## src/rtl/seg7_pkg.sv

```systemverilog
// Shared constants for the 7-segment scan display: active-low segment
// patterns {g,f,e,d,c,b,a}, the blank pattern and the digit-select state type.
package seg7_pkg;

  localparam logic [6:0] SEG_HEX_0 = 7'b1000000;
  localparam logic [6:0] SEG_HEX_1 = 7'b1111001;
  localparam logic [6:0] SEG_HEX_2 = 7'b0100100;
  localparam logic [6:0] SEG_HEX_3 = 7'b0110000;
  localparam logic [6:0] SEG_HEX_4 = 7'b0011001;
  localparam logic [6:0] SEG_HEX_5 = 7'b0010010;
  localparam logic [6:0] SEG_HEX_6 = 7'b0000010;
  localparam logic [6:0] SEG_HEX_7 = 7'b1111000;
  localparam logic [6:0] SEG_HEX_8 = 7'b0000000;
  localparam logic [6:0] SEG_HEX_9 = 7'b0010000;
  localparam logic [6:0] SEG_HEX_A = 7'b0001000;
  localparam logic [6:0] SEG_HEX_B = 7'b0000011;
  localparam logic [6:0] SEG_HEX_C = 7'b1000110;
  localparam logic [6:0] SEG_HEX_D = 7'b0100001;
  localparam logic [6:0] SEG_HEX_E = 7'b0000110;
  localparam logic [6:0] SEG_HEX_F = 7'b0001110;
  localparam logic [6:0] SEG_BLANK = 7'b1111111;

  typedef enum logic [1:0] {
    DIG0 = 2'd0,
    DIG1 = 2'd1,
    DIG2 = 2'd2,
    DIG3 = 2'd3
  } dig_t;

  // Index of the most significant nonzero nibble; 0 for an all-zero value.
  function automatic logic [1:0] top_digit(input logic [15:0] v);
    logic [1:0] r;
    r = 2'd0;
    if (v[7:4] != 4'h0) r = 2'd1;
    if (v[11:8] != 4'h0) r = 2'd2;
    if (v[15:12] != 4'h0) r = 2'd3;
    return r;
  endfunction

endpackage

```

## src/rtl/seg7_scan_display_if.sv

```systemverilog
// Display bus: Value/Load/Enable toward the display stage,
// Anodes/Segments/FrameDone back from it. master = producer, slave = display.
interface seg7_scan_display_if;
  logic [15:0] Value;
  logic        Load;
  logic        Enable;
  logic [3:0]  Anodes;
  logic [6:0]  Segments;
  logic        FrameDone;

  modport master (
    output Value, Load, Enable,
    input  Anodes, Segments, FrameDone
  );

  modport slave (
    input  Value, Load, Enable,
    output Anodes, Segments, FrameDone
  );
endinterface

```

## src/rtl/hex_to_seg7.sv

```systemverilog
// Combinational hex nibble to active-low 7-segment decoder.
// Ports: nib (4-bit digit in), seg (7-bit {g,f,e,d,c,b,a} out).
module hex_to_seg7
  import seg7_pkg::*;
(
  input  logic [3:0] nib,
  output logic [6:0] seg
);

  always_comb begin
    seg = SEG_BLANK;
    unique case (nib)
      4'h0: seg = SEG_HEX_0;
      4'h1: seg = SEG_HEX_1;
      4'h2: seg = SEG_HEX_2;
      4'h3: seg = SEG_HEX_3;
      4'h4: seg = SEG_HEX_4;
      4'h5: seg = SEG_HEX_5;
      4'h6: seg = SEG_HEX_6;
      4'h7: seg = SEG_HEX_7;
      4'h8: seg = SEG_HEX_8;
      4'h9: seg = SEG_HEX_9;
      4'hA: seg = SEG_HEX_A;
      4'hB: seg = SEG_HEX_B;
      4'hC: seg = SEG_HEX_C;
      4'hD: seg = SEG_HEX_D;
      4'hE: seg = SEG_HEX_E;
      4'hF: seg = SEG_HEX_F;
    endcase
  end

endmodule

```

## src/rtl/seg7_scan_display.sv

```systemverilog
// 4-digit multiplexed hex display with frame-synchronous value update.
// Ports: Clock, Reset (sync, active-high), bus (slave: Value, Load, Enable,
// Anodes, Segments, FrameDone). Optional: SEG7_LEADING_ZERO_BLANK_EN.
module seg7_scan_display
  import seg7_pkg::*;
#(
  parameter int REFRESH_COUNT = 50000
) (
  input  logic                Clock,
  input  logic                Reset,
  seg7_scan_display_if.slave  bus
);

  localparam int CW = (REFRESH_COUNT > 2) ? $clog2(REFRESH_COUNT) : 1;
  localparam logic [CW-1:0] LAST = CW'(REFRESH_COUNT - 1);

  logic [CW-1:0] cnt;
  dig_t          idx;
  logic [15:0]   pending;
  logic [15:0]   shown;
  logic [3:0]    nib;
  logic [6:0]    seg;
  logic          tc;
  logic          blank;

  always_comb begin
    nib = shown[{idx, 2'b00} +: 4];
    tc  = (cnt == LAST);
`ifdef SEG7_LEADING_ZERO_BLANK_EN
    blank = 2'(idx) > top_digit(shown);
`else
    blank = 1'b0;
`endif
  end

  hex_to_seg7 u_dec (
    .nib (nib),
    .seg (seg)
  );

  always_ff @(posedge Clock) begin
    if (Reset) begin
      cnt           <= '0;
      idx           <= DIG0;
      pending       <= 16'h0000;
      shown         <= 16'h0000;
      bus.Anodes    <= 4'b1111;
      bus.Segments  <= SEG_BLANK;
      bus.FrameDone <= 1'b0;
    end else begin
      bus.FrameDone <= 1'b0;
      if (bus.Load) pending <= bus.Value;
      if (bus.Enable) begin
        bus.Anodes   <= blank ? 4'b1111 : ~(4'b0001 << idx);
        bus.Segments <= blank ? SEG_BLANK : seg;
        if (tc) begin
          cnt <= '0;
          unique case (idx)
            DIG0: idx <= DIG1;
            DIG1: idx <= DIG2;
            DIG2: idx <= DIG3;
            DIG3: idx <= DIG0;
          endcase
          // Frame wrap: shown takes pending as it was before this edge.
          if (idx == DIG3) begin
            shown         <= pending;
            bus.FrameDone <= 1'b1;
          end
        end else begin
          cnt <= cnt + 1'b1;
        end
      end else begin
        bus.Anodes   <= 4'b1111;
        bus.Segments <= SEG_BLANK;
      end
    end
  end

endmodule

```

## src/flat_wrapper.sv

```systemverilog
// flat-port wrapper written by rule: the top's interface ports become plain ports
module seg7_scan_display_flat import seg7_pkg::*;
#(
  parameter int REFRESH_COUNT = 50000
)
  (Clock, Reset, bus_Value, bus_Load, bus_Enable, bus_Anodes, bus_Segments, bus_FrameDone);
  seg7_scan_display_if bus_i ();
  input  logic Clock;
  input  logic Reset;
  input wire logic [$bits(bus_i.Value)-1:0] bus_Value;
  input wire logic [$bits(bus_i.Load)-1:0] bus_Load;
  input wire logic [$bits(bus_i.Enable)-1:0] bus_Enable;
  output wire logic [$bits(bus_i.Anodes)-1:0] bus_Anodes;
  output wire logic [$bits(bus_i.Segments)-1:0] bus_Segments;
  output wire logic [$bits(bus_i.FrameDone)-1:0] bus_FrameDone;
  assign bus_i.Value = bus_Value;
  assign bus_i.Load = bus_Load;
  assign bus_i.Enable = bus_Enable;
  assign bus_Anodes = bus_i.Anodes;
  assign bus_Segments = bus_i.Segments;
  assign bus_FrameDone = bus_i.FrameDone;
  seg7_scan_display #(.REFRESH_COUNT(REFRESH_COUNT)) u_core (.Clock(Clock), .Reset(Reset), .bus(bus_i));
endmodule
```

## config.mk

```make
export PLATFORM = sky130hd
export DESIGN_NAME = seg7_scan_display_flat
export DESIGN_NICKNAME = d
export VERILOG_FILES = /design/src/rtl/seg7_pkg.sv /design/src/rtl/seg7_scan_display_if.sv /design/src/rtl/hex_to_seg7.sv /design/src/rtl/seg7_scan_display.sv /design/src/flat_wrapper.sv
export SDC_FILE = /design/constraint.sdc
export NUM_CORES = 1
export LEC_CHECK = 0
export ABC_CLOCK_PERIOD_IN_PS = 3210
export CAP_MARGIN = 10
export CORE_MARGIN = 4
export CORE_UTILIZATION = 30
export DETAILED_ROUTE_END_ITERATION = 7
export PLACE_DENSITY_LB_ADDON = 0.2
export SYNTH_ARGS = -nofsm -noshare
export SYNTH_HDL_FRONTEND = slang
export SYNTH_SLANG_ARGS = --single-unit
```

## constraint.sdc

```tcl
create_clock -name Clock -period 3.21 [get_ports Clock]
set_input_delay 0.8025 -clock Clock [delete_from_list [all_inputs] [get_ports Clock]]
set_output_delay 0.8025 -clock Clock [all_outputs]
set_load 0.02 [all_outputs]
```

==> impl_metrics.tcl, run 1 <==
set metrics [dict create \
    avgSynthCellArea_sq_um 9.62 \
    start_kind "input pin" \
    die_w_um 103 \
    synth_warnings 0 \
    seq_area_frac_synth 0.456 \
    multi_input_area_sq_um 1330 \
    final_layout_size_suffix_gt1_frac 0.0892 \
    cts_tree "built" \
    drc_errors 0 \
    wl_per_cell_um 13.3 \
    use_met2 0.167 \
    rows 34 \
    clk_latency_ns 0.34 \
    cts_resized 0 \
    post_cts_buffers 0 \
    worstSetupPathType "in2reg" \
    dp.cells 406 \
    yosysMostFrequentCell "dfxtp_1" \
    grt_pass1_vias 1962 \
    clockBufferDepth 2 \
    rr_worst_depth 7 \
    syn_to_final_growth_pct 20.8 \
    grt_pass1_wl_um 9510 \
    clockRootBuffer "clkbuf_8" \
    p_per_area_nw_per_um2 480 \
    finalWirelength_um 5600 \
    die_y_um 103 \
    hold-path-cell-count 2 \
    layout.cells.non_filler 422 \
    diodes 0 \
    crit_path_cell_trace "clkdlybuf4s50_1 -> and4_1 -> nand4_1 -> buf_4 -> nand2b_2 -> nor2_1" \
    drt-vias-per-instance 4.86 \
    gr-usage-all-layers 0.115 \
    tightest_slew_ns 0.480 \
    initial_core_util 0.311 \
    fin_tns_setup_ns 0 \
    crit_family "simple AND/OR/NAND/NOR gates" \
    leakage_nw 1.21 \
    path_clk_slew_ns 0.07 \
    antenna_found_initial 0 \
    synth_top_area_cell "dfxtp_1" \
    slowest_stage "clkdlybuf4s50_1" \
    io_pins 32 \
    busiest_layer "met2" \
    slew_headroom 0.679 \
    clock-sinks 62 \
    timing.final.crit_share 0.716 \
    worstHoldPathType "reg2reg" \
    core_sq_um 8760 \
    yosys-top-cells-area "dfxtp_1, mux2i_1, ha_1" \
    finalClockSkew_ns 0.00832 \
    worstPathArrival_ns 2.51 \
    detail_route.first_pass.iterations 4 \
    portBuffers 31 \
    overflow 0 \
    grt_use_met3 0.0355 \
    cap_violations 0 \
    gp_congestion 0.765 \
    syn_nets 315 \
    synth_cells 283 \
    ys_types 42 \
    cts_buffers 9 \
    slew_viol_final 0 \
    vdd_drop_max_mv 0.189 \
    grt_start_max_net_pins 28 \
    power.total_mw 1.58 \
    n_fill_cell 908 \
    worstPathBufferInverterCount 2 \
    synth_area_sq_um 2720 \
    synth_top_area_frac 0.456 \
    crit_required_ns 3.42 \
    ctsHoldBuffers 0 \
    critical_path_depth 6 \
    postRouteAntennaNets 0 \
    use_met1 0.156 \
    synth-edff-count 0 \
    setup_violations 0 \
    dieArea_sq_um 10700 \
    worst_setup_path_end_kind "flop" \
    async_flop_share 0 \
    max_freq_mhz 435 \
    synth-seq-cells 62 \
    drtIter0Drc 80 \
    status "complete, no violations" \
    hold_viol 0 \
    layout.nets 341 \
    dr_total_vias 2049 \
    synth_flop_cell "dfxtp_1" \
    rsz0062_at_grt "no" \
    place_hpwl_um 3820 \
    seqCellArea_sq_um 1240 \
    crit_fanout 20 \
    yosys-top-cells-count "dfxtp_1, nor2_1, nand3_1" \
    htree_levels 3 \
    slowest_delay_ns 0.57 \
    finalCriticalPeriod_ns 2.30 \
]
-- registers in the layout (all words and copies together) (netlist names) --
| name | cells |
|---|---|
| u_core.bus.Anodes | 4 |
| u_core.bus.FrameDone | 1 |
| u_core.bus.Segments | 7 |
| u_core.cnt | 16 |
| u_core.idx | 2 |
| u_core.pending | 16 |
| u_core.shown | 16 |
-- layer usage --
metal,vias up,part of all wire
met5,-,0
met4,0,0.016
met3,7,0.044
met2,43,0.43
met1,955,0.51
li1,1044,-
-- power by group --
| part | total, mW | internal, mW | switching (mW) | leakage [nW] |
|---|---|---|---|---|
| Clock | 0.692 | 0.397 | 0.295 | 0.106 |
| Combinational | 0.0877 | 0.0481 | 0.0396 | 0.602 |
| Sequential | 0.799 | 0.789 | 0.0102 | 0.505 |
| Total | 1.58 | 1.23 | 0.344 | 1.21 |
-- metrics by stage --
stage / hold slack [ns] / setup slack, ns / area [sq um] / util
finish: 0.471 / 0.911 / 3290 / 0.376
global route: 0.493 / 0.801 / 3290 / 0.376
CTS: 0.474 / 0.930 / 3290 / 0.376
detailed placement: 0.461 / 0.572 / 3090 / 0.353
global placement: 0.460 / 0.621 / 3090 / 0.353
floorplan: 0.443 / 1.29 / 2720 / -
-- final timing paths --
path | from | slack, ns | endpoint
worst max-delay path | bus_Enable | 0.91 | u_core.cnt[14]
worst min register to register | u_core.pending[6] | 0.47 | u_core.shown[6]
worst max register to register | u_core.idx[0] | 1.01 | u_core.bus.Segments[3]
worst min-delay path | u_core.pending[6] | 0.47 | u_core.shown[6]
-- cells in the final DEF (no fill, tap or decap), drive strengths merged, types with 2 or more instances in the layout --
master	synthesis	final
a21oi	20	20
and3	2	2
and4	6	6
buf	14	6
clkbuf	8	12
clkdlybuf4s50	0	31
clkinv	0	3
dfxtp	62	62
ha	12	12
inv	8	8
mux2i	21	21
mux4	4	4
nand2	10	10
nand2b	2	2
nand3	26	26
nand4	6	6
nor2	31	31
nor3	2	2
o211ai	2	2
o21ai	18	18
o221ai	3	3
xnor2	4	4
xor2	9	9
-- worst register-to-register path, stage by stage, from the launching register on --
cell	delay [ns]
dfxtp_1	0.53
mux4_1	0.75
inv_1	0.16
ha_1	0.24
inv_1	0.08
mux2i_1	0.13
nor3b_1	0.07
a31oi_1	0.15
-- area by class of cell --
cell class	count	share of cell area
Tap cell	108	0.0411
Sequential cell	62	0.377
Inverter	8	0.00913
Clock inverter	4	0.0137
Multi-Input combinational cell	191	0.404
Timing Repair Buffer	37	0.108
Clock buffer	12	0.0471
-- cells by family (layout without fill, tap and decap cells) --
group                    Yosys count  in the layout  synth area share
AND/OR/NAND/NOR                   93             93             0.176
flip-flops                        62             62             0.456
AO/OA/AOI/OAI                     47             47            0.0960
buffers and inverters             30             61            0.0565
multiplexers                      26             26             0.119
XOR/XNOR                          13             13            0.0418
adder cells (fa/ha/maj)           12             12            0.0551
Note: power is estimated with default switching activity, not from simulation.
==> inputs of run 2 (changes only) <==
--- a/config.mk
+++ b/config.mk
@@ -5,7 +5,7 @@
 export SDC_FILE = /design/constraint.sdc
 export NUM_CORES = 1
 export LEC_CHECK = 0
-export ABC_CLOCK_PERIOD_IN_PS = 3210
+export ABC_CLOCK_PERIOD_IN_PS = 2000
 export CAP_MARGIN = 10
 export CORE_MARGIN = 4
 export CORE_UTILIZATION = 30
==> constraint.sdc (replaced) <==
create_clock -name Clock -period 2 [get_ports Clock]
set_input_delay 0.5 -clock Clock [delete_from_list [all_inputs] [get_ports Clock]]
set_output_delay 0.5 -clock Clock [all_outputs]
set_load 0.02 [all_outputs]
==> run 2 against run 1 <==
Sequential power up 60%; highest routed layer unchanged; critical path depth grew 1; register-to-register slack lost 0.83 ns; largest power group unchanged; clock power is 72% higher; critical endpoint is now u_core.bus.Segments[3].
==> impl_metrics.tcl, run 2 (same netlist as run 1, synthesis figures left out) <==
set metrics [dict create \
    detail_route.first_pass.iterations 4 \
    final_common_cell "dfxtp_1" \
    highest_layer "met4" \
    grt_pass1_vias 2029 \
    core_sq_um 8760 \
    syn_to_final_growth_pct 25.6 \
    fin_area_sq_um 3420 \
    drtIter0Drc 60 \
    start_kind "flop" \
    dpl-instance-area_sq_um 3210 \
    power.total_mw 2.62 \
    utilization 0.390 \
    htree_levels 3 \
    hold_ws_ns 0.471 \
    multi_input_area_sq_um 1320 \
    wl_met1_um 2960 \
    route.met3.wl_um 244 \
    grt_start_max_net_pins 36 \
    cts_buffers 9 \
    max_freq_mhz 548 \
    n_fill_cell 915 \
    antenna_found_initial 0 \
    ctsHoldBuffers 0 \
    cts_resized 0 \
    place_hpwl_um 4000 \
    initial_core_util 0.311 \
    gr-usage-all-layers 0.116 \
    wl_per_cell_um 13.0 \
    dieArea_sq_um 10700 \
    cap_violations 0 \
    worstSetupPathType "reg2reg" \
    die_y_um 103 \
    wl_met2_um 2350 \
    worst_setup_path_end_kind "flop" \
    diodes 0 \
    clockBufferDepth 2 \
    path_clk_slew_ns 0.07 \
    seqCellArea_sq_um 1240 \
    p_per_area_nw_per_um2 766 \
    layout.nets 354 \
    layout.cells.non_filler 435 \
    leakage_nw 1.28 \
    clockRootBuffer "clkbuf_8" \
    status "complete, no violations" \
    die_w_um 103 \
    layout_common_cells "dfxtp_1, nor2_1, clkdlybuf4s50_1" \
    finalClockSkew_ns 0.0110 \
    worstPathArrival_ns 2.08 \
    setup_violations 0 \
    postRouteAntennaNets 0 \
    crit_fanout 4 \
    finalWirelength_um 5660 \
    dr_total_vias 2080 \
    largestRegisters "u_core.cnt x16, u_core.pending x16, u_core.shown x16" \
    hold_viol 0 \
    grt_pass1_wl_um 9650 \
    portBuffers 31 \
    finalCriticalPeriod_ns 1.82 \
    rsz0062_at_grt "no" \
    io_pins 32 \
    worstHoldPathType "reg2reg" \
    clock-sinks 62 \
    overflow 0 \
    slew_headroom 0.663 \
    dp.cells 419 \
    drt-vias-per-instance 4.78 \
    clk_latency_ns 0.34 \
    drc_errors 0 \
    timing.final.crit_share 0.912 \
    gp_congestion 0.781 \
    crit_required_ns 2.25 \
    slew_viol_final 0 \
    cts_tree "built" \
    post_cts_buffers 0 \
    final_layout_size_suffix_gt1_frac 0.135 \
    tightest_slew_ns 0.500 \
    rows 34 \
    vdd_drop_max_mv 0.409 \
]
==> run 2: changes by cell type in the layout (fill, tap and decap cells not counted), moves of 2 or more <==
cell      previous run  this run
buf_4                6        17
buf_12               0         2
clkbuf_8            11         9
mux4_1               2         0
mux4_2               2         4
==> run 2: layout make-up <==
cell class	instances	share of cell area
multi-input combinational	191	0.386
sequential	62	0.363
timing repair buffer	50	0.140
tap	108	0.0395
clock buffer	10	0.0373
clock inverter	6	0.0252
inverter	8	0.00878
==> run 2: critical path, stage by stage (launching register included) <==
cell	delay, ns
dfxtp_2	0.37
mux4_2	0.56
inv_1	0.13
ha_1	0.24
inv_1	0.08
mux2i_1	0.15
nor3b_1	0.07
a31oi_1	0.16
==> run 2: path summary, 6_finish.rpt <==
check / start / endpoint / slack [ns] / depth (start not counted)
hold / removal: u_core.pending[15] / u_core.shown[15] / 0.47 / 2
setup / recovery: u_core.idx[0] / u_core.bus.Segments[3] / 0.18 / 7
hold reg to reg: u_core.pending[15] / u_core.shown[15] / 0.47 / 2
setup reg to reg: u_core.idx[0] / u_core.bus.Segments[3] / 0.18 / 7
==> run 2: stage by stage <==
step	setup WS (ns)	TNS [ns]
floorplan	0.0844	0
global placement	-0.0370	-0.301
detailed placement	-0.0872	-1.29
CTS	0.0244	0
global route	0.0119	0
finish	0.175	0
==> run 2: per-layer routing <==
layer  vias up  GRT usage
li1       1069          -
met1       966      0.158
met2        36      0.173
met3         9     0.0268
met4         0     0.0568
met5         -          0
==> run 2: report_power, final <==
group | internal [mW] | total, mW | switching (mW)
Clock | 0.699 | 1.19 | 0.493
Combinational | 0.0837 | 0.147 | 0.0631
Sequential | 1.27 | 1.28 | 0.0167
==> inputs of run 3 (changes only) <==
--- a/config.mk
+++ b/config.mk
@@ -7,7 +7,6 @@
 export LEC_CHECK = 0
 export ABC_CLOCK_PERIOD_IN_PS = 2000
 export CAP_MARGIN = 10
-export CORE_MARGIN = 4
 export CORE_UTILIZATION = 30
 export DETAILED_ROUTE_END_ITERATION = 7
 export PLACE_DENSITY_LB_ADDON = 0.2
==> run 3 against run 2 <==
Non-clock buffer count down 2; sequential power about the same; largest cell class unchanged; critical path depth down 2; critical endpoint is now u_core.bus.Segments[0]; flip-flop and latch count unchanged; wire length down 3.1%; die area down 11%; final cell count down 0.46%.
==> impl_metrics.tcl, run 3 (same netlist as run 1, synthesis figures left out) <==
set metrics [dict create \
    cap_violations 0 \
    io_pins 32 \
    grt_pass1_vias 1966 \
    portBuffers 31 \
    syn_to_final_growth_pct 24.9 \
    cts_buffers 9 \
    largestRegisters "u_core.cnt x16, u_core.pending x16, u_core.shown x16" \
    initial_core_util 0.311 \
    finalClockSkew_ns 0.00920 \
    diodes 0 \
    die_w_um 97.3 \
    path_clk_slew_ns 0.08 \
    clockBufferDepth 2 \
    hold-path-cell-count 2 \
    drt-vias-per-instance 4.69 \
    slew_headroom 0.631 \
    dp.cells 417 \
    drtIter0Drc 56 \
    place_hpwl_um 3820 \
    tightest_slew_ns 0.548 \
    layout.nets 352 \
    p_per_area_nw_per_um2 776 \
    htree_levels 3 \
    drc_errors 0 \
    gr-usage-all-layers 0.124 \
    worstHoldPathType "reg2reg" \
    r2r-end "u_core.bus.Segments[0]" \
    clk_latency_ns 0.34 \
    start_kind "flop" \
    dieArea_sq_um 9460 \
    overflow 0 \
    fin_tns_setup_ns 0 \
    antenna_found_initial 0 \
    timing.rr.start "u_core.idx[0]" \
    setup_violations 0 \
    dr_total_vias 2031 \
    timing.final.crit_share 0.897 \
    power.total_mw 2.64 \
    final_common_cell "dfxtp_1" \
    cts_tree "built" \
    clock-sinks 62 \
    crit_end "u_core.bus.Segments[0]" \
    n_fill_cell 897 \
    worstPathArrival_ns 2.02 \
    wl_per_cell_um 12.7 \
    postRouteAntennaNets 0 \
    max_freq_mhz 557 \
    utilization 0.388 \
    worstSetupPathType "reg2reg" \
    status "complete, no violations" \
    leakage_nw 1.25 \
    core_sq_um 8760 \
    die_y_um 97.3 \
    crit_required_ns 2.23 \
    finalCriticalPeriod_ns 1.79 \
    layout.cells.non_filler 433 \
    seqCellArea_sq_um 1240 \
    fin_area_sq_um 3400 \
    dpl-instance-area_sq_um 3190 \
    grt_start_max_net_pins 36 \
    r2r_slack_ns 0.21 \
    grt_pass1_wl_um 9390 \
    slew_viol_final 0 \
    gp_congestion 0.761 \
    vdd_drop_max_mv 0.325 \
    post_cts_buffers 0 \
    rows 34 \
    rsz0062_at_grt "no" \
    worst_setup_path_end_kind "flop" \
    finalWirelength_um 5490 \
    hold_viol 0 \
    clockRootBuffer "clkbuf_8" \
    crit_start "u_core.idx[0]" \
    layout_common_cells "dfxtp_1, nor2_1, clkdlybuf4s50_1" \
    rr_worst_depth 5 \
    crit_fanout 12 \
    detail_route.first_pass.iterations 4 \
    final_layout_size_suffix_gt1_frac 0.132 \
    multi_input_area_sq_um 1320 \
]
-- run 3: changes by cell type in the layout (fill, tap and decap cells not counted), sizes merged --
cell      change
clkinvlp      +3
clkbuf        -1
clkinv        -2
buf           -2
-- run 3: report_power, final --
group | leakage [nW] | total (mW) | switching (mW) | internal (mW)
clock network | 0.0977 | 1.22 | 0.514 | 0.702
logic | 0.648 | 0.142 | 0.0619 | 0.0800
registers | 0.506 | 1.28 | 0.0168 | 1.27
-- run 3: worst min path at each step --
| stage | to | startpoint | slack [ns] |
|---|---|---|---|
| after floorplan | u_core.shown[0] | u_core.pending[0] | 0.44 |
| after global placement | u_core.shown[14] | u_core.pending[14] | 0.46 |
| after CTS | u_core.shown[9] | u_core.pending[9] | 0.47 |
| after detailed placement | u_core.shown[9] | u_core.pending[9] | 0.46 |
| final | u_core.shown[9] | u_core.pending[9] | 0.47 |
| after global routing | u_core.shown[6] | u_core.pending[6] | 0.49 |
-- run 3: cell type report --
cell class / instances / area share
clock buffer: 9 / 0.0364
clock inverter: 7 / 0.0291
multi-input combinational: 191 / 0.388
tap: 108 / 0.0397
sequential: 62 / 0.365
inverter: 8 / 0.00883
timing repair buffer: 48 / 0.132
-- run 3: repair_timing --
| item | CTS | global route |
|---|---|---|
| endpoints found under the hold margin | 0 | 0 |
| hold buffers | 0 | 0 |
| resized for setup | 0 | 3 |
| endpoints found under the setup margin | 0 | 3 |
-- run 3: metal layers --
layer / vias up / wire [um] / track usage / share of wire
li1: 1066 / - / - / -
met1: 928 / 2890 / 0.165 / 0.53
met2: 32 / 2340 / 0.187 / 0.43
met3: 5 / 187 / 0.0374 / 0.034
met4: 0 / 71 / 0.0509 / 0.013
met5: - / 0 / 0 / 0
-- run 3: stage by stage --
step	hold slack, ns	setup WS, ns
after global placement	0.461	-0.00741
after detailed placement	0.460	-0.0777
after floorplan	0.443	0.0844
after global routing	0.490	0.0779
final	0.470	0.206
after CTS	0.471	0.0797
-- run 3: worst max-delay path, cell delays in order, from the launching register on --
cell	delay, ns
dfxtp_2	0.37
buf_4	0.17
mux4_2	0.65
or2_4	0.29
a21oi_1	0.14
o21ai_1	0.07
